<file path="src/rtl/game_round_ctl_pkg.sv">
// -----------------------------------------------------------------------------
// game_round_ctl_pkg
// Shared game definitions: round state encoding, score width and saturation
// helper, default round timing constants, and the VGA bus bundle used by the
// display side of the game.
// -----------------------------------------------------------------------------
package game_round_ctl_pkg;

    // Round controller states
    typedef enum logic [1:0] {
        ST_IDLE = 2'd0,
        ST_RUN  = 2'd1,
        ST_OVER = 2'd2
    } round_state_t;

    // Score width and saturation ceiling
    localparam int SCORE_W = 8;
    localparam logic [SCORE_W-1:0] SCORE_MAX = '1;

    // Default round timing
    localparam int DEF_ROUND_SECONDS  = 60;
    localparam int DEF_FRAMES_PER_SEC = 60;
    localparam int DEF_HOLD_FRAMES    = 120;

    // VGA bus bundle (4 bits per colour channel)
    typedef struct packed {
        logic       hsync;
        logic       vsync;
        logic [3:0] red;
        logic [3:0] green;
        logic [3:0] blue;
    } vga_bus_t;

    // Add one to a score, sticking at the ceiling instead of wrapping
    function automatic logic [SCORE_W-1:0] score_inc(input logic [SCORE_W-1:0] v);
        return (v == SCORE_MAX) ? v : v + 8'd1;
    endfunction

endpackage

</file>
<file path="src/rtl/game_round_ctl_edge_det.sv">
// -----------------------------------------------------------------------------
// edge_det
// 1-bit rising-edge detector. One flop remembers the previous input value;
// rise is high for the single cycle where d is 1 and the stored value is 0.
// Ports:
//   clk    in  clock
//   rst_n  in  asynchronous active-low reset (clears the history flop)
//   d      in  level input, synchronous to clk
//   rise   out one-cycle pulse on a 0->1 transition of d
// -----------------------------------------------------------------------------
module edge_det (
    input  logic clk,
    input  logic rst_n,
    input  logic d,
    output logic rise
);

    logic prev;

    always_ff @(posedge clk or negedge rst_n) begin
        if (!rst_n) begin
            prev <= 1'b0;
        end else begin
            prev <= d;
        end
    end

    assign rise = d & ~prev;

endmodule

</file>
<file path="src/rtl/game_round_ctl.sv">
// -----------------------------------------------------------------------------
// game_round_ctl
// Timed game round controller: IDLE -> RUN on start, counts frames from the
// VGA vsync into seconds, accumulates saturating player scores during the
// round, then shows a game-over screen (OVER) for at least HOLD_FRAMES frames
// before a new start is accepted. All outputs are registered.
// Ports:
//   pclk          in   pixel clock, sole clock
//   rst_n         in   asynchronous active-low reset
//   vsync_in      in   VGA vsync, rising edge = one frame tick
//   start_btn     in   start request (level, synchronised)
//   players_sel   in   0 = one player, 1 = two players
//   p1_hit        in   player-1 scoring event (level)
//   p2_hit        in   player-2 scoring event (level)
//   time_out      out  1 while the game-over screen is shown
//   no_of_players out  players_sel latched at round start
//   player1_score out  player-1 score (saturating)
//   player2_score out  player-2 score (saturating)
//   seconds_left  out  remaining round seconds
//   round_active  out  1 while the round runs
// -----------------------------------------------------------------------------
module game_round_ctl
    import game_round_ctl_pkg::*;
#(
    parameter int ROUND_SECONDS  = DEF_ROUND_SECONDS,
    parameter int FRAMES_PER_SEC = DEF_FRAMES_PER_SEC,
    parameter int HOLD_FRAMES    = DEF_HOLD_FRAMES
) (
    input  logic               pclk,
    input  logic               rst_n,
    input  logic               vsync_in,
    input  logic               start_btn,
    input  logic               players_sel,
    input  logic               p1_hit,
    input  logic               p2_hit,
    output logic               time_out,
    output logic               no_of_players,
    output logic [SCORE_W-1:0] player1_score,
    output logic [SCORE_W-1:0] player2_score,
    output logic [7:0]         seconds_left,
    output logic               round_active
);

    localparam int FW = (FRAMES_PER_SEC > 1) ? $clog2(FRAMES_PER_SEC) : 1;
    localparam int HW = (HOLD_FRAMES > 0) ? $clog2(HOLD_FRAMES + 1) : 1;

    round_state_t  state;
    logic [FW-1:0] frame_cnt;
    logic [HW-1:0] hold_cnt;

    logic tick_evt, start_evt, p1_evt, p2_evt;
    logic start_round;

    edge_det u_ed_vsync (.clk(pclk), .rst_n(rst_n), .d(vsync_in),  .rise(tick_evt));
    edge_det u_ed_start (.clk(pclk), .rst_n(rst_n), .d(start_btn), .rise(start_evt));
    edge_det u_ed_p1    (.clk(pclk), .rst_n(rst_n), .d(p1_hit),    .rise(p1_evt));
    edge_det u_ed_p2    (.clk(pclk), .rst_n(rst_n), .d(p2_hit),    .rise(p2_evt));

    // A start is honoured from IDLE, or from OVER once the display hold expired.
    // Start edges during RUN fall through and are ignored.
    assign start_round = start_evt &&
                         ((state == ST_IDLE) ||
                          ((state == ST_OVER) && (hold_cnt == '0)));

    always_ff @(posedge pclk or negedge rst_n) begin
        if (!rst_n) begin
            state         <= ST_IDLE;
            time_out      <= 1'b0;
            round_active  <= 1'b0;
            no_of_players <= 1'b0;
            player1_score <= '0;
            player2_score <= '0;
            seconds_left  <= 8'(ROUND_SECONDS);
            frame_cnt     <= '0;
            hold_cnt      <= '0;
        end else if (start_round) begin
            state         <= ST_RUN;
            time_out      <= 1'b0;
            round_active  <= 1'b1;
            no_of_players <= players_sel;
            player1_score <= '0;
            player2_score <= '0;
            seconds_left  <= 8'(ROUND_SECONDS);
            frame_cnt     <= '0;
        end else begin
            case (state)
                ST_IDLE: begin
                    // wait for start; hits are ignored here
                end

                ST_RUN: begin
                    // Hits are counted even on the cycle the round expires.
                    if (p1_evt) begin
                        player1_score <= score_inc(player1_score);
                    end
                    if (p2_evt && no_of_players) begin
                        player2_score <= score_inc(player2_score);
                    end

                    if (tick_evt) begin
                        if (frame_cnt == FW'(FRAMES_PER_SEC - 1)) begin
                            frame_cnt <= '0;
                            if (seconds_left < 8'd2) begin
                                // last second gone: clamp at 0 and end the round
                                seconds_left <= 8'd0;
                                state        <= ST_OVER;
                                time_out     <= 1'b1;
                                round_active <= 1'b0;
                                hold_cnt     <= HW'(HOLD_FRAMES);
                            end else begin
                                seconds_left <= seconds_left - 8'd1;
                            end
                        end else begin
                            frame_cnt <= frame_cnt + FW'(1);
                        end
                    end
                end

                ST_OVER: begin
                    // Scores and player count stay frozen for the overlay.
                    if (tick_evt && (hold_cnt != '0)) begin
                        hold_cnt <= hold_cnt - HW'(1);
                    end
                end

                default: begin
                    state        <= ST_IDLE;
                    time_out     <= 1'b0;
                    round_active <= 1'b0;
                end
            endcase
        end
    end

endmodule

</file>
<file path="config.mk">
export PLATFORM = sky130hd
export DESIGN_NAME = game_round_ctl
export DESIGN_NICKNAME = d
export VERILOG_FILES = /design/src/rtl/game_round_ctl_pkg.sv /design/src/rtl/game_round_ctl_edge_det.sv /design/src/rtl/game_round_ctl.sv
export SDC_FILE = /design/constraint.sdc
export NUM_CORES = 1
export LEC_CHECK = 0
export CAP_MARGIN = 20
export CORE_MARGIN = 1.5
export CORE_UTILIZATION = 40
export DETAILED_ROUTE_END_ITERATION = 7
export SYNTH_ARGS = -nofsm -noshare
export SYNTH_HDL_FRONTEND = slang
export SYNTH_SLANG_ARGS = --single-unit
</file>
<file path="constraint.sdc">
create_clock -name pclk -period 2.8 [get_ports pclk]
set_input_delay 0.28 -clock pclk [delete_from_list [all_inputs] [get_ports pclk]]
set_output_delay 0.28 -clock pclk [all_outputs]
set_load 0.1 [all_outputs]
</file>
; ---- After elaboration in Yosys (flattened, before gate mapping)
; Index checks and enable logic that the tools add are counted.
[totals]
ff_bits = 46
output_inout_bits = 27
inputBits = 7
wordCells = 101
[op_classes]
n_mux = 37
n_eq_ne = 15
bitwise = 9
reduce_logical = 21
n_lt_le_gt_ge = 1
addsub = 5
[op_table]
columns = op, n
row1 = $mux W8, 13
row2 = $mux W7, 4
row3 = $mux W6, 4
row4 = $add A8 B1 Y8 const B, 2
row5 = $eq A8 B8 Y1 const B, 2
row6 = $pmux W7 S2, 1
row7 = $reduce_bool A2 Y1, 6
row8 = $ne A2 B2 Y1 const B, 5
row9 = $ne A3 B3 Y1 const B, 3
row10 = $reduce_and A3 Y1, 3
row11 = $lt A8 B2 Y1 const B, 1
row12 = $mux W1, 8
row13 = $mux W2, 4
row14 = $sub A8 B1 Y8 const B, 1
row15 = $logic_not A7 Y1, 1
row16 = $reduce_bool A7 Y1, 1
row17 = $sub A7 B1 Y7 const B, 1
row18 = $add A6 B1 Y6 const B, 1
row19 = $eq A6 B6 Y1 const B, 1
row20 = $reduce_and A6 Y1, 1
row21 = $not A1 Y1, 5
row22 = $and A1 B1 Y1, 4
row23 = $logic_and A1 B1 Y1, 4
row24 = $ne A2 B1 Y1 const B, 2
row25 = 9 further kinds, 10

; ---- Depth between registers and ports, before layout
[depth]
ltp_word = 6
ltp_mapped = 7
mapped_depth_nobuf = 6

; ---- Hierarchy
; From an unflattened synthesis, not the netlist that was laid out.
[unflattened]
hier_cells = 219
hier_area_um2 = 2199.6
[modules_own_cells]
columns = module, area_each_um2, cells_per_inst, instances, seq_area_each_um2
row1 = game_round_ctl, 2044.5, 211, 1, 1006.0
row2 = edge_det, 38.8, 2, 4, 25.0

; ---- Worst setup path after synthesis
; Ideal clock, no wire load.
[synth_timing]
path_kind = flip-flop to flip-flop
startpoint = reg state[0]
endpoint = reg seconds_left[6]
path_buffers = 0
path_slack_ns = 0.568
setup_ns = 0.078
stages_incl_launch_ff = 5
period_less_slack_ns = 2.232
required_time_ns = 2.722
arrival_time_ns = 2.154
path_cell_list = dfrtp_1 -> and4bb_2 -> nand4_1 -> or4b_1 -> a21oi_1
[synth_between]
elab_chain_len = 6
elab_cells_between_ends = 11
cone_classes = eq/ne: 2 / mux: 1 / reduce/logical: 8
[synth_rtl]
columns = element, line_no
row1 = from (decl), game_round_ctl.sv:47  ; round_state_t state;
row2 = from (signal assigned), game_round_ctl.sv:67  ; state <= ST_IDLE;
row3 = from (signal assigned), game_round_ctl.sv:77  ; state <= ST_RUN;
row4 = from (signal assigned), game_round_ctl.sv:106  ; state <= ST_OVER;
row5 = $eq A2 B2 Y1, game_round_ctl.sv:63  ; ((state == ST_OVER) && (hold_cnt == '0)));
row6 = $logic_and A1 B1 Y1, game_round_ctl.sv:63
row7 = $logic_or A1 B1 Y1, game_round_ctl.sv:62  ; ((state == ST_IDLE) ||
row8 = $logic_and A1 B1 Y1, game_round_ctl.sv:61  ; assign start_round = start_evt &&
row9 = $reduce_bool A2 Y1 (no source line), n/a
row10 = $reduce_and A3 Y1 (no source line), n/a
row11 = to (signal assigned), game_round_ctl.sv:73  ; seconds_left <= 8'(ROUND_SECONDS);
row12 = to (signal assigned), game_round_ctl.sv:83  ; seconds_left <= 8'(ROUND_SECONDS);
row13 = to (signal assigned), game_round_ctl.sv:111  ; seconds_left <= seconds_left - 8'd1;
row14 = to (decl), game_round_ctl.sv:40  ; output logic [7:0] seconds_left,
; Parallel ways exist; a longest one is shown, timed or not.
; A chain may end at the register's enable or synchronous reset.

; ---- Worst setup path in the final report
[layout_timing]
startpoint = reg hold_cnt[0]
endpoint = reg no_of_players
[layout_between]
elab_chain_len = 4
[layout_rtl]
columns = element, line_no
row1 = from (decl), game_round_ctl.sv:49  ; logic [HW-1:0] hold_cnt;
row2 = from (signal assigned), game_round_ctl.sv:109  ; hold_cnt <= HW'(HOLD_FRAMES);
row3 = from (signal assigned), game_round_ctl.sv:122  ; hold_cnt <= hold_cnt - HW'(1);
row4 = $logic_not A7 Y1, game_round_ctl.sv:63
row5 = $logic_and A1 B1 Y1, game_round_ctl.sv:63
row6 = $logic_or A1 B1 Y1, game_round_ctl.sv:62
row7 = $logic_and A1 B1 Y1, game_round_ctl.sv:61
row8 = to (signal assigned), game_round_ctl.sv:80  ; no_of_players <= players_sel;
row9 = to (decl), game_round_ctl.sv:37  ; output logic no_of_players,
; Every way passes these cells.

==> flow_summary.yaml <==
yosys:
  synth_edf_count: 0
  synthTopCellsByArea: "dfrtp_1 (42%), dfstp_2 (4.4%), a21oi_1 (4.0%)"
  synth.cell_area_um2: 2370
  yosysTopAreaCell: "dfrtp_1"
  ys_warn_count: 0
  avgSynthCellArea_um2: 10.2
  synth_cell_types: 59
  synth_top_area_share_pct: 42.2
  ys_seq_area_share_pct: 46.6
  async_flop_share_pct: 100
  synth_flop_cell: "dfrtp_1"
  syn_nets: 246
  syn_inst: 233
  synth-seq-cells: 44
place:
  pre_cts_slack_ns: 0.718
  place_congestion: 0.791
  hpwl_mm: 3.84
  numPortBuffers: 33
clocking:
  cts_sinks: 44
  cts_tree: "done"
  post_cts_buffers: 0
  clockBufferDepth: 2
  cts_buffers: 5
  clock_tree.htree_level_count: 2
  root_buffer: "clkbuf_8"
  clock_latency_ns: 0.30
  path_clk_slew_ns: 0.09
critical_path:
  max_stage_delay_ns: 0.40
  crit_required_ns: 2.99
  path_class: "register to register"
  crit_path_end_kind: "register"
  startpoint_type: "register"
  arrival_ns: 2.19
  cp_max_fo: 18
  crit_chain: "inv_1 -> ha_1 -> nor3b_2 -> a21boi_2 -> nor2_1 -> buf_4 -> mux2_2"
  worst_path_max_delay_cell: "dfrtp_1"
sta:
  hold_viol_final: 0
  slew_headroom_pct: 52.3
  final-setup-viol-count: 0
  rsz0062_at_grt: "false"
  layout_min_cycle_time_ns: 2.00
  worst_slack_ns: 0.797
  max_freq_ghz: 0.499
  fin_crit_sh_pct: 71.5
  drv_slew: 0
  skew_ns: 0.0103
  tightest_slew_ns: 0.713
  tns_ns: 0
power_and_ir_drop:
  ir_drop_mv: 0.588
  switchingPower_uw: 1230
  leakage_uw: 0.00122
  swShare_pct: 45.5
  power.internal_uw: 1470
  pwr-share-seq_pct: 34.9
  combPwrFrac_pct: 40.3
  power_density_nw_per_um2: 933
  clkPwrFrac_pct: 24.8
cells_and_area:
  syn_to_final_growth_pct: 22.2
  diodes: 0
  num-nets-final: 287
  drive_gt1_share_pct: 22.5
detailed_routing:
  viasPerCell: 5.82
  first_pass_iters: 5
  drc: 0
  drt_wl_total_mm: 5.50
  drt-initial-drc-count: 80
  drt-wirelength-per-cell_um: 15.8
  vias: 2019
  drtAntennaViolNets: 0
run_status:
  outcome: "finished, final reports clean"
floorplanning:
  core-area_um2: 5610
  fp.dieW_um: 80.0
  die_y_um: 80.0
  initial_utilization_pct: 42.3
  placementRows: 27
  ios: 34
  dieArea_um2: 6400
global_route:
  antenna_found_initial: 0
  grt.total_usage_pct: 18.4
  grt_overflow: 0
  grt_pass1_vias: 1896
  grt_start_max_net_pins: 29
  grt_pass1_wl_mm: 9.27
hold_path:
  min-delay-path-class: "primary input to async pin"
run:
  maxCapViolations: 0
[synth_stat cells (3+ instances only)]
| master | n |
|---|---|
| dfrtp_1 | 40 |
| nand3_1 | 10 |
| or3_1 | 6 |
| nor2b_1 | 3 |
| xor2_1 | 3 |
| or4_1 | 5 |
| nand2_1 | 15 |
| a21oi_1 | 19 |
| nor3_1 | 5 |
| ha_1 | 6 |
| o31ai_1 | 4 |
| and4_1 | 3 |
| and4bb_2 | 3 |
| dfstp_2 | 4 |
| nand2b_1 | 3 |
| nor2_1 | 12 |
| o211ai_1 | 5 |
| inv_1 | 9 |
| o21ai_0 | 15 |
| nand4_1 | 9 |
| mux2i_1 | 6 |
[layout by cell type, fill, tap and decap left out, types with 4 or more instances in the layout]
master	count
nand4_1	9
buf_4	30
dfstp_2	4
nor2_1	12
mux2i_1	6
nand2_1	15
o21ai_0	15
o31ai_1	4
dfrtp_1	40
o211ai_1	5
clkbuf_8	5
or4_1	5
nand3_1	10
or3_1	6
a21oi_1	19
clkdlybuf4s50_1	5
ha_1	6
inv_1	9
nor3_1	5
[cells by family after synthesis]
| group | Yosys count | share of synthesized area (%) |
|---|---|---|
| simple gates | 98 | 26.9 |
| compound gates | 62 | 16.9 |
| flops | 44 | 46.6 |
| buf+inv | 12 | 1.95 |
| mux | 7 | 3.00 |
| fa+ha+maj | 6 | 3.16 |
| xor+xnor | 4 | 1.48 |
[per-stage QoR]
| step | hold WS, ns | utilization (%) | instance area [µm²] | instances | power (µW) |
|---|---|---|---|---|---|
| after floorplan | -0.0156 | - | 2370 | 233 | 1780 |
| after global placement | 0.232 | 48.7 | 2730 | 338 | 2030 |
| after detailed placement | 0.236 | 48.7 | 2730 | 338 | 2040 |
| after CTS | 0.437 | 51.7 | 2900 | 347 | 2730 |
| after global routing | 0.433 | 51.7 | 2900 | 347 | 2840 |
| final | 0.438 | 51.7 | 2900 | 347 | 2710 |
[metal layers]
layer | wire (µm) | vias to the layer above | global-route usage, %
met4 | 59 | 0 | 5.52
met5 | 0 | - | 0
met2 | 2470 | 43 | 28.8
met1 | 2770 | 992 | 25.7
li1 | - | 979 | -
met3 | 196 | 5 | 3.43
[power by group through the flow]
stage               Combinational [µW]  Clock [µW]  Sequential [µW]
global placement                  1080           0              949
floorplan                          272           0             1510
finish                            1090         672              944
detailed placement                1090           0              953
global route                      1160         717              971
CTS                               1100         692              942
[layout make-up]
cell class | instances | area, µm²
clock buffer | 5 | 68.8
clock inverter | 3 | 90.1
multi-input combinational | 177 | 1220
inverter | 9 | 33.8
fill | 556 | 2710
sequential | 44 | 1110
tap | 72 | 90.1
timing repair buffer | 37 | 290
[final timing paths]
check	startpoint	end	slack, ns	depth (start not counted)
worst max-delay path	hold_cnt[0]	no_of_players	0.80	7
worst min-delay path	rst_n	player1_score[6]	0.44	2
worst max register to register	hold_cnt[0]	no_of_players	0.80	7
worst min register to register	hold_cnt[0]	hold_cnt[0]	0.49	1
max in group asynchronous	rst_n	seconds_left[5]	1.61	3
min in group pclk	p1_hit	u_ed_p1.prev	0.45	1
[critical path, delay by kind of cell, from the launching register on]
kind | cells | cell delay [ns]
buffers and inverters | 2 | 0.34
multiplexers | 1 | 0.35
flip-flops | 1 | 0.40
AO/OA/AOI/OAI | 1 | 0.19
adder cells (fa/ha/maj) | 1 | 0.14
AND/OR/NAND/NOR | 2 | 0.46
[timing repair]
item	4_1_cts	5_1_grt
hold buffers	1	0
hold endpoints to repair	16	0
gates resized for setup	0	0
[state kept, by name, summed over array words and instances (netlist names)]
signal	count
player1_score	8
player2_score	8
seconds_left	8
hold_cnt	7
frame_cnt	6
no_of_players	1
state	1
time_out	1
u_ed_p1.prev	1
u_ed_p2.prev	1
u_ed_start.prev	1
u_ed_vsync.prev	1
No activity file was read; power rests on OpenSTA's default activity.
